--- config.mk ---
export PLATFORM = sky130hd
export DESIGN_NAME = vga_dither_332
export DESIGN_NICKNAME = d
export VERILOG_FILES = /design/src/rtl/vga_dither_332.sv
export SDC_FILE = /design/constraint.sdc
export NUM_CORES = 1
export LEC_CHECK = 0
export BUFFER_PORTS_ARGS = -buffer_cell sky130_fd_sc_hd__clkbuf_2
export CORE_ASPECT_RATIO = 0.7
export CORE_MARGIN = 2
export CORE_UTILIZATION = 45
export CTS_BUF_LIST = sky130_fd_sc_hd__clkbuf_8
export CTS_CLUSTER_SIZE = 24
export DETAILED_ROUTE_END_ITERATION = 6
export PLACE_DENSITY = 0.73
export SYNTH_ARGS = -nofsm -noshare
export SYNTH_HDL_FRONTEND = slang
export SYNTH_SLANG_ARGS = --single-unit
--- constraint.sdc ---
create_clock -name CLK_25MHZ -period 3.1 [get_ports CLK_25MHZ]
set_clock_uncertainty 0.05 [all_clocks]
set_input_delay 0.155 -clock CLK_25MHZ [delete_from_list [all_inputs] [get_ports CLK_25MHZ]]
set_output_delay 0.155 -clock CLK_25MHZ [all_outputs]
set_load 0.1 [all_outputs]
--- src/rtl/vga_dither_332.sv ---
// 8-8-8 to 3-3-2 colour reduction with 4x4 ordered dithering and a two-stage pipeline; sync outputs are delayed to match it.
// Define VGA_DITHER_TEMPORAL_EN to rotate the dither pattern over four frames.
module vga_dither_332 #(
    parameter logic SYNC_ACTIVE = 1'b0
) (
    input  logic       CLK_25MHZ,
    input  logic       RESET,
    input  logic       DITHER_ON,
    input  logic       VGA_HSYNC_IN,
    input  logic       VGA_VSYNC_IN,
    input  logic [7:0] VGA_RED_IN,
    input  logic [7:0] VGA_GREEN_IN,
    input  logic [7:0] VGA_BLUE_IN,
    output logic       VGA_HSYNC,
    output logic       VGA_VSYNC,
    output logic [2:0] VGA_RED,
    output logic [2:0] VGA_GREEN,
    output logic [1:0] VGA_BLUE
);

    logic [1:0] x_q, y_q;
    logic [1:0] px, py, lx, ly;
    logic       hs_edge, vs_edge;
    logic [3:0] th;

    logic       hs1_q, vs1_q;
    logic [7:0] r1_q, g1_q, b1_q;
    logic [3:0] th1_q;

    logic [3:0] r_top, g_top;
    logic [2:0] b_top;

    function automatic logic [3:0] bayer(input logic [1:0] row, input logic [1:0] col);
        logic [3:0] v;
        case ({row, col})
            4'd0:    v = 4'd0;
            4'd1:    v = 4'd8;
            4'd2:    v = 4'd2;
            4'd3:    v = 4'd10;
            4'd4:    v = 4'd12;
            4'd5:    v = 4'd4;
            4'd6:    v = 4'd14;
            4'd7:    v = 4'd6;
            4'd8:    v = 4'd3;
            4'd9:    v = 4'd11;
            4'd10:   v = 4'd1;
            4'd11:   v = 4'd9;
            4'd12:   v = 4'd15;
            4'd13:   v = 4'd7;
            4'd14:   v = 4'd13;
            default: v = 4'd5;
        endcase
        return v;
    endfunction

    // Stage-1 sync registers double as the previous-cycle history for edge detection.
    assign hs_edge = (VGA_HSYNC_IN == SYNC_ACTIVE) && (hs1_q != SYNC_ACTIVE);
    assign vs_edge = (VGA_VSYNC_IN == SYNC_ACTIVE) && (vs1_q != SYNC_ACTIVE);

    always_comb begin
        px = hs_edge ? 2'd0 : x_q + 2'd1;
        py = vs_edge ? 2'd0 : (hs_edge ? y_q + 2'd1 : y_q);
    end

`ifdef VGA_DITHER_TEMPORAL_EN
    logic [1:0] f_q, f_next;

    assign f_next = vs_edge ? f_q + 2'd1 : f_q;
    assign lx     = px + f_next;
    assign ly     = py + f_next;

    always_ff @(posedge CLK_25MHZ) begin
        if (RESET) f_q <= 2'd0;
        else       f_q <= f_next;
    end
`else
    assign lx = px;
    assign ly = py;
`endif

    assign th = DITHER_ON ? bayer(ly, lx) : 4'd0;

    always_ff @(posedge CLK_25MHZ) begin
        if (RESET) begin
            x_q   <= 2'd0;
            y_q   <= 2'd0;
            hs1_q <= ~SYNC_ACTIVE;
            vs1_q <= ~SYNC_ACTIVE;
            r1_q  <= 8'd0;
            g1_q  <= 8'd0;
            b1_q  <= 8'd0;
            th1_q <= 4'd0;
        end else begin
            x_q   <= px;
            y_q   <= py;
            hs1_q <= VGA_HSYNC_IN;
            vs1_q <= VGA_VSYNC_IN;
            r1_q  <= VGA_RED_IN;
            g1_q  <= VGA_GREEN_IN;
            b1_q  <= VGA_BLUE_IN;
            th1_q <= th;
        end
    end

    // Only the bits above the DAC resolution (plus carry) are kept; a set carry saturates.
    always_comb begin
        r_top = 4'(({1'b0, r1_q} + {4'b0, th1_q, 1'b0}) >> 5);
        g_top = 4'(({1'b0, g1_q} + {4'b0, th1_q, 1'b0}) >> 5);
        b_top = 3'(({1'b0, b1_q} + {3'b0, th1_q, 2'b0}) >> 6);
    end

    always_ff @(posedge CLK_25MHZ) begin
        if (RESET) begin
            VGA_HSYNC <= ~SYNC_ACTIVE;
            VGA_VSYNC <= ~SYNC_ACTIVE;
            VGA_RED   <= 3'd0;
            VGA_GREEN <= 3'd0;
            VGA_BLUE  <= 2'd0;
        end else begin
            VGA_HSYNC <= hs1_q;
            VGA_VSYNC <= vs1_q;
            VGA_RED   <= r_top[3] ? 3'b111 : r_top[2:0];
            VGA_GREEN <= g_top[3] ? 3'b111 : g_top[2:0];
            VGA_BLUE  <= b_top[2] ? 2'b11  : b_top[1:0];
        end
    end

endmodule

# == Yosys cells after proc, flatten, opt, wreduce, memory -nomap -nowiden ==
# Memories as Yosys holds them, arrays and structs flattened. A register that Yosys moved wholly into a read port is not among the register bits.
# Cells that the tools add are included.
# word_totals
n_memories,1
rom_bits,64
reg_bits,40
output_inout_bits,10
# op_classes
bitwise_logic,3
mux,6
n_reduce_logical,3
addsub,5
# memory_table
name,words,word_bits,rd,rd_ports_with_merged_regs,write_ports,line_no,text
(no name shown),16,4,1,1,0,35,"case ({row, col})"
# ops
op,n
$add 8x5->9,2
$add 8x6->9,1
$mux 2,4
$mux 3,2
$add 2x1->2 const B,2
$not 1->1,3
$logic_and 1x1->1,2
$reduce_or 2->1,1

# == Longest topological paths before layout ==
# depth
word_depth,4
ltp_mapped,5

# == Least setup slack after synthesis ==
# OpenSTA, ideal clock, no wires.
# synth_path
path_type,reg2reg
start,register th1_q[1]
end,register VGA_GREEN[1]
path_slack_ns,1.809
n_path_buf,0
arrival_ns,1.121
synth_period_minus_slack_ns,1.291
path_stages_with_launch,6
t_required_ns,2.930
cell_sequence,dfxtp_1 -> ha_1 -> nand3_1 -> a22oi_2 -> and4b_1 -> nor3_2
# synth_between
elab_chain_len,2
# synth_lines
element,line_no,text
start: declaration,28,logic [3:0] th1_q;
$add 8x5->9,108,"g_top = 4'(({1'b0, g1_q} + {4'b0, th1_q, 1'b0}) >> 5);"
$mux 3,123,VGA_GREEN <= g_top[3] ? 3'b111 : g_top[2:0];
end signal: assignment,123,
end: declaration,17,"output logic [2:0] VGA_GREEN,"
# Every way passes these cells.
# A chain may end at the register's enable or synchronous reset.

# == Final worst setup path ==
# Same ends and word-level chain as after synthesis.

==> qor.txt <==
Setup crit start = th1_q[1]
Placement row count = 17
Synthesis warning total = 0
Initial Util = 0.4682
Final sum of negative setup slack = 0 ns
Final hold violation count = 0
Pre-CTS worst setup slack = 1.659 ns
Antenna violations before repair = 0
GP Congestion = 0.7616
Primary flip-flop cell chosen by synthesis mapping = sky130_fd_sc_hd__dfxtp_1
Clock period minus worst slack = 1.456 ns
Synthesized netlist net count = 176
Ratio of routed vias to standard cells = 4.948
Critical path startpoint category = flop
Fin crit share = 0.4697
H-tree levels = 2
Number of hold buffers added after cts = 0
Setup slack, reg-to-reg = 1.64 ns
Post-synth ARST share = 0
Critical R2R Launch = th1_q[1]
Achievable Freq = 0.6868 GHz
Hold path startpoint = VGA_RED_IN[3]
Sinks on Clock Net = 40
Endpoint required time on the critical path = 3.20 ns
Layout overhead on the synthesized area = 21.79%
Pin count of the biggest net entering global routing = 38
Register area share after synthesis = 0.5470
Wire length per cell = 11.60 microns
Latest clock arrival within the worst-skew pair = 0.29 ns
Relative slew slack = 0.5347
Cell area after technology mapping = 1464 sq um
Sum of overflow across all layers after global routing = 0
Class of the most critical hold timing path = in2reg
Top cell type's share of synthesized area = 0.5470
Post-detailed-route count of antenna-violating nets = 0
Pwr per Cell Area = 631.2 nW/um^2
Via count of the first global-routing pass = 1061
Most numerous cell types in the synthesized netlist = 40 x sky130_fd_sc_hd__dfxtp_1, 22 x sky130_fd_sc_hd__nor2b_1, 9 x sky130_fd_sc_hd__ha_1, 8 x sky130_fd_sc_hd__nor2_1, 7 x sky130_fd_sc_hd__nor3_1
Post-synth EDFFs = 0
Number of gates given a new drive strength after cts = 0
Nets = 212
Top cell type by total area after synthesis = sky130_fd_sc_hd__dfxtp_1
Worst IR Drop VDD = 0.2941 mV
Number of buffers created by CTS = 5
Biggest fanout along the worst timing path = 5
Synth Register Bits = 40
Floorplan die width = 72.17 microns
Result of the run = completed
Drt drc = 0
First-pass GRT wire length = 4353 microns
Number of buffers on the longest clock path = 2
Clock Tree Root = sky130_fd_sc_hd__clkbuf_8
Lkg Pwr = 0.7999 nW
Placeable core region = 3127 sq um
Final number of setup-violating endpoints = 0
DRT Pass-1 Iters = 2
Proportion of layout cells with a drive suffix above 1 = 0.2800
Cells taking the most area after synthesis = sky130_fd_sc_hd__dfxtp_1 55%, sky130_fd_sc_hd__nor2b_1 9.4%, sky130_fd_sc_hd__ha_1 7.7%, sky130_fd_sc_hd__nor3_1 2.4%, sky130_fd_sc_hd__nor2_1 2.1%
Startpoint-to-endpoint class of the critical path = reg2reg
I/O Buffers = 34
Number of distinct library cells after synthesis = 34
Number of antenna cells inserted = 0
Worst Tran Pin Value = 0.6980 ns
Clock-pin slew on the worst setup and hold paths = 0.07 ns
Most used standard cell by instance count after synthesis = sky130_fd_sc_hd__dfxtp_1
TritonCTS clock tree = built
Fin. max-slew vios = 0
Overall die area = 3733 sq um
Post-CTS setup buffer count = 0
Starting DRC count in detailed routing = 20
Average size of a mapped cell = 10.61 sq um
Maxcap violations = 0
Vias = 1054
Syn Inst Count = 138
Number of placed I/O pins = 39
Min setup slack post-route = 1.644 ns
Placed wire-length estimate = 1858 microns
Die boundary height = 51.72 microns
Setup repair after global routing missed its margin = no
Crit path arrival time = 1.56 ns
Sort of element at the end of the critical path = flop
Global Route Usage Sum = 0.1599
Detailed-route wire length = 2470 microns
registers in the layout, indices dropped and copies added (netlist names), 2 cells and up:
signal     flops
VGA_BLUE       2
VGA_GREEN      3
VGA_RED        3
b1_q           6
g1_q           7
r1_q           7
th1_q          4
x_q            2
y_q            2
cell families (layout without fill, tap and decap cells):
| kind of cell | count (synthesis) | in the layout | share of synthesized area |
|---|---|---|---|
| AOI/OAI and AO/OA | 20 | 20 | 0.09572 |
| adders and majority gates | 9 | 9 | 0.07692 |
| DFF | 40 | 40 | 0.5470 |
| and+or+nand+nor | 57 | 57 | 0.2299 |
| xor gates and xnor gates | 3 | 3 | 0.02308 |
| buffers and inverters | 9 | 46 | 0.02734 |
final cells by class:
class                   count  area [sq um]
inverters                   4         15.01
clock buffers               7         96.34
clock inverters             1         30.03
well taps                  38         47.55
repair buffers             34         170.2
fillers                   287          1344
flip-flops and latches     40         800.8
multi-input cells          89         623.1
routing by layer:
metal  track usage  vias to the layer above  routed length [microns]
met5             0                        -                        0
met4       0.09434                        0                       63
met3       0.06202                        5                      139
met2        0.2829                       23                     1201
met1        0.1611                      487                     1065
li1              -                      539                        -
critical path: stages (launching register included):
cell	delay [ns]
sky130_fd_sc_hd__dfxtp_1	0.34
sky130_fd_sc_hd__ha_1	0.28
sky130_fd_sc_hd__nand3_1	0.09
sky130_fd_sc_hd__a22oi_2	0.26
sky130_fd_sc_hd__and4b_1	0.25
sky130_fd_sc_hd__nor3_2	0.04
layout by cell type, fill, tap and decap left out:
master	count
sky130_fd_sc_hd__nor3_1	7
sky130_fd_sc_hd__xnor2_1	1
sky130_fd_sc_hd__ha_1	9
sky130_fd_sc_hd__dfxtp_1	40
sky130_fd_sc_hd__nor2b_1	22
sky130_fd_sc_hd__and3_1	2
sky130_fd_sc_hd__nor2_1	8
sky130_fd_sc_hd__o21ai_0	1
sky130_fd_sc_hd__a21oi_1	5
sky130_fd_sc_hd__clkbuf_2	34
sky130_fd_sc_hd__bufinv_16	1
sky130_fd_sc_hd__or2_4	1
sky130_fd_sc_hd__o21ai_1	3
sky130_fd_sc_hd__nand2b_1	2
sky130_fd_sc_hd__inv_1	4
sky130_fd_sc_hd__a211o_1	1
sky130_fd_sc_hd__o311a_1	1
sky130_fd_sc_hd__a31oi_1	2
sky130_fd_sc_hd__xor2_2	1
sky130_fd_sc_hd__o211ai_1	2
sky130_fd_sc_hd__o21ai_2	1
sky130_fd_sc_hd__or2_1	4
sky130_fd_sc_hd__a21boi_1	1
sky130_fd_sc_hd__nand4_1	1
sky130_fd_sc_hd__and4b_1	2
sky130_fd_sc_hd__nor3_2	2
sky130_fd_sc_hd__xor2_1	1
sky130_fd_sc_hd__nand3_1	2
sky130_fd_sc_hd__nand3b_1	1
sky130_fd_sc_hd__clkbuf_8	7
sky130_fd_sc_hd__o21bai_1	1
sky130_fd_sc_hd__a22oi_2	2
sky130_fd_sc_hd__nand2_1	3
per-stage QoR:
step | area [sq um] | instances | power, W | util | hold WS [ns]
floorplan | 1464 | 138 | 0.0006516 | - | 0.2049
finish | 1783 | 213 | 0.001125 | 0.5702 | 0.01480
detailed placement | 1657 | 205 | 0.0006816 | 0.5298 | 0.3200
global route | 1783 | 213 | 0.001172 | 0.5702 | 0.01541
global placement | 1657 | 205 | 0.0006760 | 0.5298 | 0.3148
CTS | 1783 | 213 | 0.001144 | 0.5702 | 0.004641
worst paths after layout:
path | end | cells after the start
setup / recovery | VGA_GREEN[1] | 5
hold / removal | r1_q[3] | 2
setup reg to reg | VGA_GREEN[1] | 5
hold reg to reg | VGA_VSYNC | 1
report_power, final:
group	switching [W]	total (W)	leakage, nW	internal, W
clock network	0.000173	0.000456	0.0645	0.000284
logic	0.0000752	0.000115	0.404	0.0000397
registers	0.0000144	0.000554	0.331	0.000540
total	0.000262	0.00113	0.800	0.000863
(Power assumes the default switching activity.)
